[src/rtl/muldiv_unit_if.sv]
// muldiv_unit_if: issue/result bundle between the execute stage and the HI/LO multiply-divide unit
interface muldiv_unit_if #(parameter int WIDTH = 32);
    logic             w_start;
    logic             w_flush;
    logic [5:0]       w_op_code_6;
    logic [WIDTH-1:0] w_input1_x;
    logic [WIDTH-1:0] w_input2_x;
    logic             w_busy;
    logic             w_done;
    logic [WIDTH-1:0] w_output_x;
    logic [WIDTH-1:0] w_hi_x;
    logic [WIDTH-1:0] w_lo_x;

    modport master (
        output w_start, w_flush, w_op_code_6, w_input1_x, w_input2_x,
        input  w_busy, w_done, w_output_x, w_hi_x, w_lo_x
    );

    modport slave (
        input  w_start, w_flush, w_op_code_6, w_input1_x, w_input2_x,
        output w_busy, w_done, w_output_x, w_hi_x, w_lo_x
    );
endinterface

[src/rtl/muldiv_unit.sv]
// muldiv_unit: iterative MULT/MULTU/DIV/DIVU engine owning HI/LO; MULDIV_MTHILO_EN adds MTHI/MTLO writes
module muldiv_unit #(
    parameter int WIDTH = 32
) (
    input logic         clock,
    input logic         reset_n,
    muldiv_unit_if.slave bus
);
    localparam int CW = $clog2(WIDTH + 1);
    localparam logic [5:0] OP_MFHI = 6'h10;
    localparam logic [5:0] OP_MFLO = 6'h12;
`ifdef MULDIV_MTHILO_EN
    localparam logic [5:0] OP_MTHI = 6'h11;
    localparam logic [5:0] OP_MTLO = 6'h13;
`endif

    typedef enum logic [1:0] {IDLE, RUN, FIX} state_t;

    state_t             state_q, state_d;
    logic [CW-1:0]      cnt_q, cnt_d;
    logic [WIDTH-1:0]   hi_q, hi_d, lo_q, lo_d;
    logic [2*WIDTH-1:0] acc_q, acc_d;
    logic [WIDTH-1:0]   m_q, m_d;
    logic               is_div_q, is_div_d;
    logic               neg_res_q, neg_res_d;
    logic               neg_rem_q, neg_rem_d;
    logic               div0_q, div0_d;
    logic               done_q, done_d;

    logic               is_arith, sgn, neg1, neg2;
    logic [WIDTH-1:0]   abs1, abs2;
    logic [WIDTH:0]     mul_sum, trial;
    logic [2*WIDTH-1:0] mul_next, div_next, prod;
    logic [WIDTH-1:0]   quo, rem;

    assign is_arith = bus.w_op_code_6[5:2] == 4'b0110;
    assign sgn      = !bus.w_op_code_6[0];
    assign neg1     = sgn && bus.w_input1_x[WIDTH-1];
    assign neg2     = sgn && bus.w_input2_x[WIDTH-1];
    assign abs1     = neg1 ? -bus.w_input1_x : bus.w_input1_x;
    assign abs2     = neg2 ? -bus.w_input2_x : bus.w_input2_x;

    // Shift-add multiply keeps the multiplier in the low half; restoring divide builds the quotient there
    assign mul_sum  = {1'b0, acc_q[2*WIDTH-1:WIDTH]} + (acc_q[0] ? {1'b0, m_q} : '0);
    assign mul_next = {mul_sum, acc_q[WIDTH-1:1]};
    assign trial    = acc_q[2*WIDTH-1:WIDTH-1] - {1'b0, m_q};
    assign div_next = trial[WIDTH] ? {acc_q[2*WIDTH-2:0], 1'b0}
                                   : {trial[WIDTH-1:0], acc_q[WIDTH-2:0], 1'b1};

    // Sign correction; a zero divisor leaves |dividend| as remainder, so re-signing it restores the dividend
    assign prod = neg_res_q ? -acc_q : acc_q;
    assign quo  = div0_q ? '1 : (neg_res_q ? -acc_q[WIDTH-1:0] : acc_q[WIDTH-1:0]);
    assign rem  = neg_rem_q ? -acc_q[2*WIDTH-1:WIDTH] : acc_q[2*WIDTH-1:WIDTH];

    // Next-state, iteration and HI/LO update logic
    always_comb begin
        state_d   = state_q;
        cnt_d     = cnt_q;
        hi_d      = hi_q;
        lo_d      = lo_q;
        acc_d     = acc_q;
        m_d       = m_q;
        is_div_d  = is_div_q;
        neg_res_d = neg_res_q;
        neg_rem_d = neg_rem_q;
        div0_d    = div0_q;
        done_d    = 1'b0;
        if (state_q == IDLE) begin
            if (bus.w_start && !bus.w_flush) begin
                if (is_arith) begin
                    state_d   = RUN;
                    cnt_d     = CW'(WIDTH);
                    is_div_d  = bus.w_op_code_6[1];
                    neg_res_d = neg1 ^ neg2;
                    neg_rem_d = neg1;
                    div0_d    = bus.w_input2_x == '0;
                    acc_d     = bus.w_op_code_6[1] ? {{WIDTH{1'b0}}, abs1} : {{WIDTH{1'b0}}, abs2};
                    m_d       = bus.w_op_code_6[1] ? abs2 : abs1;
                end
`ifdef MULDIV_MTHILO_EN
                else if (bus.w_op_code_6 == OP_MTHI) begin
                    hi_d   = bus.w_input1_x;
                    done_d = 1'b1;
                end else if (bus.w_op_code_6 == OP_MTLO) begin
                    lo_d   = bus.w_input1_x;
                    done_d = 1'b1;
                end
`endif
            end
        end else if (bus.w_flush) begin
            state_d = IDLE;
        end else if (state_q == RUN) begin
            acc_d   = is_div_q ? div_next : mul_next;
            cnt_d   = cnt_q - 1'b1;
            state_d = cnt_q == CW'(1) ? FIX : RUN;
        end else begin
            hi_d    = is_div_q ? rem : prod[2*WIDTH-1:WIDTH];
            lo_d    = is_div_q ? quo : prod[WIDTH-1:0];
            done_d  = 1'b1;
            state_d = IDLE;
        end
    end

    // State and datapath registers; reset aborts any operation at once
    always_ff @(posedge clock or negedge reset_n) begin
        if (!reset_n) begin
            state_q   <= IDLE;
            cnt_q     <= '0;
            hi_q      <= '0;
            lo_q      <= '0;
            acc_q     <= '0;
            m_q       <= '0;
            is_div_q  <= 1'b0;
            neg_res_q <= 1'b0;
            neg_rem_q <= 1'b0;
            div0_q    <= 1'b0;
            done_q    <= 1'b0;
        end else begin
            state_q   <= state_d;
            cnt_q     <= cnt_d;
            hi_q      <= hi_d;
            lo_q      <= lo_d;
            acc_q     <= acc_d;
            m_q       <= m_d;
            is_div_q  <= is_div_d;
            neg_res_q <= neg_res_d;
            neg_rem_q <= neg_rem_d;
            div0_q    <= div0_d;
            done_q    <= done_d;
        end
    end

    assign bus.w_busy     = state_q != IDLE;
    assign bus.w_done     = done_q;
    assign bus.w_hi_x     = hi_q;
    assign bus.w_lo_x     = lo_q;
    assign bus.w_output_x = bus.w_op_code_6 == OP_MFHI ? hi_q :
                            bus.w_op_code_6 == OP_MFLO ? lo_q : '0;
endmodule
[src/flat_wrapper.sv]
// flat-port wrapper written by rule: the top's interface ports become plain ports
module muldiv_unit_flat 
#(
    parameter int WIDTH = 32
)
  (clock, reset_n, bus_w_start, bus_w_flush, bus_w_op_code_6, bus_w_input1_x, bus_w_input2_x, bus_w_busy, bus_w_done, bus_w_output_x, bus_w_hi_x, bus_w_lo_x);
  muldiv_unit_if #(.WIDTH(WIDTH)) bus_i ();
  input logic clock;
  input logic reset_n;
  input wire logic [$bits(bus_i.w_start)-1:0] bus_w_start;
  input wire logic [$bits(bus_i.w_flush)-1:0] bus_w_flush;
  input wire logic [$bits(bus_i.w_op_code_6)-1:0] bus_w_op_code_6;
  input wire logic [$bits(bus_i.w_input1_x)-1:0] bus_w_input1_x;
  input wire logic [$bits(bus_i.w_input2_x)-1:0] bus_w_input2_x;
  output wire logic [$bits(bus_i.w_busy)-1:0] bus_w_busy;
  output wire logic [$bits(bus_i.w_done)-1:0] bus_w_done;
  output wire logic [$bits(bus_i.w_output_x)-1:0] bus_w_output_x;
  output wire logic [$bits(bus_i.w_hi_x)-1:0] bus_w_hi_x;
  output wire logic [$bits(bus_i.w_lo_x)-1:0] bus_w_lo_x;
  assign bus_i.w_start = bus_w_start;
  assign bus_i.w_flush = bus_w_flush;
  assign bus_i.w_op_code_6 = bus_w_op_code_6;
  assign bus_i.w_input1_x = bus_w_input1_x;
  assign bus_i.w_input2_x = bus_w_input2_x;
  assign bus_w_busy = bus_i.w_busy;
  assign bus_w_done = bus_i.w_done;
  assign bus_w_output_x = bus_i.w_output_x;
  assign bus_w_hi_x = bus_i.w_hi_x;
  assign bus_w_lo_x = bus_i.w_lo_x;
  muldiv_unit #(.WIDTH(WIDTH)) u_core (.clock(clock), .reset_n(reset_n), .bus(bus_i));
endmodule
[config.mk]
export PLATFORM = sky130hd
export DESIGN_NAME = muldiv_unit_flat
export DESIGN_NICKNAME = d
export VERILOG_FILES = /design/src/rtl/muldiv_unit_if.sv /design/src/rtl/muldiv_unit.sv /design/src/flat_wrapper.sv
export SDC_FILE = /design/constraint.sdc
export NUM_CORES = 1
export LEC_CHECK = 0
export CAP_MARGIN = 20
export CORE_MARGIN = 2
export CORE_UTILIZATION = 45
export CTS_CLUSTER_SIZE = 24
export DETAILED_ROUTE_END_ITERATION = 7
export PLACE_DENSITY = 0.66
export SETUP_SLACK_MARGIN = 0.2
export SLEW_MARGIN = 20
export SYNTH_ARGS = -nofsm -noshare
export SYNTH_HDL_FRONTEND = slang
export SYNTH_SLANG_ARGS = --single-unit
export TNS_END_PERCENT = 100
[constraint.sdc]
create_clock -name clock -period 6.4 [get_ports clock]
set_clock_uncertainty 0.05 [all_clocks]
set_input_delay 1.28 -clock clock [delete_from_list [all_inputs] [get_ports clock]]
set_output_delay 1.28 -clock clock [all_outputs]
set_load 0.005 [all_outputs]
Yosys cells after proc, flatten, opt, wreduce, memory -nomap -nowiden

Index checks and enable logic that the tools add are counted.

Bits in registers: 173
Input port bits: 74
Output and inout port bits: 98
Word-level logic and storage cells: 78

$add $sub $neg: 8
Equality and inequality tests: 8
Multiplexer cells: 34
Bitwise logic cells: 4
Reduce and logical (&&, ||, !) cells: 13

Operator list:

| kind                                                                   | number |
|---|---|
| 64-bit 2-to-1 mux                                                      | 8 |
| 32-bit 2-to-1 mux                                                      | 12 |
| 32-bit negator                                                         | 4 |
| 64-bit negator                                                         | 1 |
| 32-bit by 33-bit adder with 33-bit output                              | 1 |
| 33-bit by 32-bit subtractor with 33-bit output                         | 1 |
| 32-bit logical NOT                                                     | 1 |
| 6-bit 2-to-1 mux                                                       | 5 |
| 6-bit by 5-bit equality test with 1-bit output (second input constant) | 2 |
| 2-bit 2-to-1 mux                                                       | 6 |
| 6-bit by 1-bit equality test with 1-bit output (second input constant) | 1 |
| 3-bit AND reduction                                                    | 2 |
| 6-bit by 1-bit subtractor with 6-bit output (second input constant)    | 1 |
| 4-bit by 3-bit equality test with 1-bit output (second input constant) | 1 |
| 2-bit by 1-bit != test with 1-bit output (second input constant)       | 2 |
| 4-bit AND reduction                                                    | 1 |
| 2-bit nonzero test                                                     | 2 |
| 1-bit logical AND                                                      | 3 |
| 1-bit 2-to-1 mux                                                       | 3 |
| 1-bit NOT                                                              | 3 |
| 2-bit by 1-bit equality test with 1-bit output (second input constant) | 1 |
| 1-bit logical NOT                                                      | 2 |
| 2-bit logical NOT                                                      | 1 |
| 2-bit != test (second input constant)                                  | 1 |
| other kinds (2)                                                        | 2 |

Longest topological paths before layout

Depth in word-level cells: 7
Depth in mapped cells: 15
Mapped depth without buffers: 14

Least setup slack after synthesis

No wires, ideal clock.

Kind: input to output
From: input bus_w_op_code_6[1]
To: output bus_w_output_x[10]
Arrival: 2.494 ns
Required time: 5.070 ns
Slack: 2.576 ns
Stages on the path: 5
Path buffers: 3
Cell sequence: clkbuf_1 clkbuf_1 clkbuf_1 mux2i_1 nor2_1

Cells in the longest elaborated chain, start to end: 3
Elaborated cells on any way between the ends: 4
Those cells by class: eq/ne (2); mux (2)

Ends and longest elaborated chain:

| element                                        | RTL line           | text |
|---|---|---|
| start, declared                                | flat_wrapper.sv:12 | `input wire logic [$bits(bus_i.w_op_code_6)-1:0] bus_w_op_code_6;` |
| 6-bit by 5-bit equality test with 1-bit output | muldiv_unit.sv:138 | `bus.w_op_code_6 == OP_MFLO ? lo_q : '0;` |
| 32-bit 2-to-1 mux                              | muldiv_unit.sv:138 |  |
| 32-bit 2-to-1 mux (*)                          | muldiv_unit.sv:137 | `assign bus.w_output_x = bus.w_op_code_6 == OP_MFHI ? hi_q :` |
| end, declared                                  | flat_wrapper.sv:17 | `output wire logic [$bits(bus_i.w_output_x)-1:0] bus_w_output_x;` |

Mark *: on every way between the ends. The rest lies on a longest branch, timed or not.

Worst setup path after layout

From: input bus_w_op_code_6[4]
To: output bus_w_output_x[7]

The elaborated chain is that of the path after synthesis.

==> results.cfg <==
[status]
status = completed

[clocking]
cts.clk_slew.worst_paths_ns = 0.08
postCtsHoldBufs = 0
ctsResizeCount = 0
clk_latency_ns = 0.45
cts_buffer_depth = 2
post_cts_buffers = 0
root_buffer = clkbuf_16
htreeDepth = 4
numCtsBuffers = 17
cts_tree = built
cts_sinks = 173

[route]
drtPass1Iterations = 5
num_vias = 14526
wl_um = 49970
ant_nets = 0
drc_errors = 0
met3WireLength_um = 3609
topRoutingLayerUsed = met4
routed_via_density = 5.881
wl_per_cell_um = 20.23
met2_length_um = 22660
drt-met1-wl_um = 22220
initialDrtViolationCount = 1361

[placed_design]
port-buffer-count = 171
hpwl_um = 38400
placed_cell_area_um2 = 16860
place_congestion = 0.9198
place_ws_ns = 1.287

[worst_hold_path]
min_path_type = reg2reg

[worst_setup_path]
max_stage_delay_ns = 0.56
reg2regPathDepth = 14
cp_data_arrival_time_ns = 3.51
worstSetupEndpoint = bus_w_output_x[7]
reg2reg_from = u_core.acc_q[0]
cp.required_ns = 5.07
crit_path_end_kind = output pin
start_kind = primary input
r2r_end = u_core.acc_q[62]
ff2ff_setup_slack_ns = 1.84
cp_max_fo = 32
crit_start = bus_w_op_code_6[4]
worstPathCellList = clkdlybuf4s50_1, nor3b_1, nand2_2, nor2_1, clkdlybuf4s50_1
path_class = in2out
slowest_stage = nand2_2
worst_path_most_repeated_cell = clkdlybuf4s50_1

[logic_synthesis]
async_reset_ff_share_pct = 100.0
yosysTopAreaCellShare_pct = 29.08
ys_seq_area_share_pct = 29.08
synth_nets = 2075
synth_top_flop_cell = dfrtp_1
ys_ff_latch = 173
synthXorXnorAreaFrac_pct = 11.02
synth_fa_ha_area_share_pct = 6.152
synth_cells = 1929
syn_avg_cell_area_um2 = 7.718
netlist_top_cells_area = dfrtp_1, a21oi_1, nor2_1, xor2_1, ha_1
ys_types = 74
syn-cell-area_um2 = 14890
synth_simple_gate_area_share_pct = 19.22
yosys.area.top_type = dfrtp_1
synth_top_family_by_area = compound AO/OA/AOI/OAI gates
synth_edf_count = 0
yosys_warnings = 0
synth_compound_area_share_pct = 23.85
muxShareOfSynthArea_pct = 6.076

[floorplan]
die_y_um = 185.9
io-pin-count = 172
start_util_pct = 45.76
placementRows = 66
die_w_um = 185.9
core_area_um2 = 32540
dieArea_um2 = 34560

[layout]
final_area_um2 = 17480
syn_to_final_growth_pct = 17.38
num-nets-final = 2161
final_util_pct = 53.71
antennaDiodeCount = 0
layout-drive-gt1-share_pct = 4.339
final_common_cell = nor2_1
fillCellCount = 3159
final_cell_mix = nor2_1, a21oi_1, nand2_1

[global_routing]
grt_pass1_vias = 13211
grt_pass1_wl_um = 76010
antenna_found_initial = 3
grt_max_degree = 89
overflow = 0
grt.total_usage_pct = 28.73

[sta]
tightest_slew_ns = 1.023
max_freq_mhz = 206.4
final_max_slew_viol_count = 0
hold-worst-slack_ns = 0.4372
hold_violations = 0
setup_viol = 0
setup_slack_ns = 1.556
fin_crit_ns = 4.844
fin_setup_tns_ns = 0
finalCritPeriodShare_pct = 75.69
max-slew-margin-rel_pct = 31.61
grt_setup_unrepaired = no

[pwr]
p_leak_nw = 7.409
p_per_area_nw_per_um2 = 286.5
ir_drop_uv = 213.9

[flow_run]
cap_violations = 0
flip-flops by register name (all words and copies together) (netlist names):
register / count
u_core.cnt_q: 6
u_core.acc_q: 64
u_core.neg_rem_q: 1
u_core.bus.w_done: 1
u_core.is_div_q: 1
u_core.div0_q: 1
u_core.m_q: 32
u_core.bus.w_lo_x: 32
u_core.bus.w_hi_x: 32
u_core.state_q: 2
u_core.neg_res_q: 1
worst max-delay path, delay by kind of cell:
family | cells | cell delay (ns)
buffers and inverters | 2 | 0.97
AND/OR/NAND/NOR | 3 | 1.24
synth_stat cells, types with 3 or more instances:
library cell / n
o21ai_0: 169
a31oi_1: 16
a22oi_1: 16
nand2b_1: 20
a211oi_1: 11
ha_1: 70
o31ai_1: 16
buf_1: 12
a21boi_0: 6
or2_2: 3
mux2i_1: 78
inv_1: 55
or4_1: 6
nor3b_1: 5
buf_2: 3
o21ai_1: 3
mux2_2: 11
or3_1: 24
clkbuf_1: 105
dfrtp_1: 173
nand3_1: 27
xnor2_1: 79
nor4_2: 3
nor3_1: 35
o2111ai_1: 3
o22ai_1: 3
o21bai_1: 6
nand2_1: 179
o21a_1: 4
nor2b_1: 12
o41ai_1: 18
xor2_1: 102
nor2_1: 258
nand3b_1: 6
and4_1: 3
a21oi_1: 241
nand4_1: 13
and2_1: 5
o22a_1: 6
o31a_1: 3
nor4_1: 15
a22o_1: 4
and3_1: 11
o211ai_1: 20
a21o_1: 33
per-layer routing:
layer	track usage, %	up-vias
met3	4.735	66
met1	39.84	6905
met5	0	-
met2	45.64	541
met4	9.197	0
li1	-	7014
cell type report:
class                   count  area, µm²  area share, %
well taps                 442      553.0          3.165
clock inverters            15      191.4          1.095
inverters                  57      214.0          1.224
flip-flops and latches    173       4330          24.78
clock buffers              17      425.4          2.434
multi-input cells        1576       9908          56.70
repair buffers            190       1853          10.60
through the flow:
stage,instances,total power [W]
2_1_floorplan,1929,0.003203
3_3_place_gp,2438,0.003880
3_5_place_dp,2438,0.003903
4_1_cts,2470,0.004988
5_1_grt,2470,0.005337
6_report,2470,0.005006
report_power, final:
| group | switching (W) | internal [W] | total [W] |
|---|---|---|---|
| registers | 0.000339 | 0.00127 | 0.00160 |
| logic | 0.00138 | 0.000947 | 0.00233 |
| clock network | 0.000536 | 0.000535 | 0.00107 |
logic make-up (layout without fill, tap and decap cells):
family          count (synthesis)  in the layout
xor+xnor                      183            183
fa+ha+maj                      72             72
compound gates                601            601
flops                         173            173
simple gates                  631            631
buf+inv                       180            279
mux                            89             89
how the worst min path moves through the flow:
stage                     endpoint  slack, ns           start  depth (start not counted)
finish              u_core.m_q[13]       0.44  u_core.m_q[13]                          2
global route         u_core.m_q[4]       0.46   u_core.m_q[4]                          2
CTS                  u_core.m_q[4]       0.44   u_core.m_q[4]                          2
detailed placement   u_core.m_q[4]       0.42   u_core.m_q[4]                          2
global placement    u_core.m_q[23]       0.42  u_core.m_q[23]                          2
floorplan           u_core.m_q[10]       0.40  u_core.m_q[10]                          2
No activity file was read; power rests on OpenSTA's default activity.
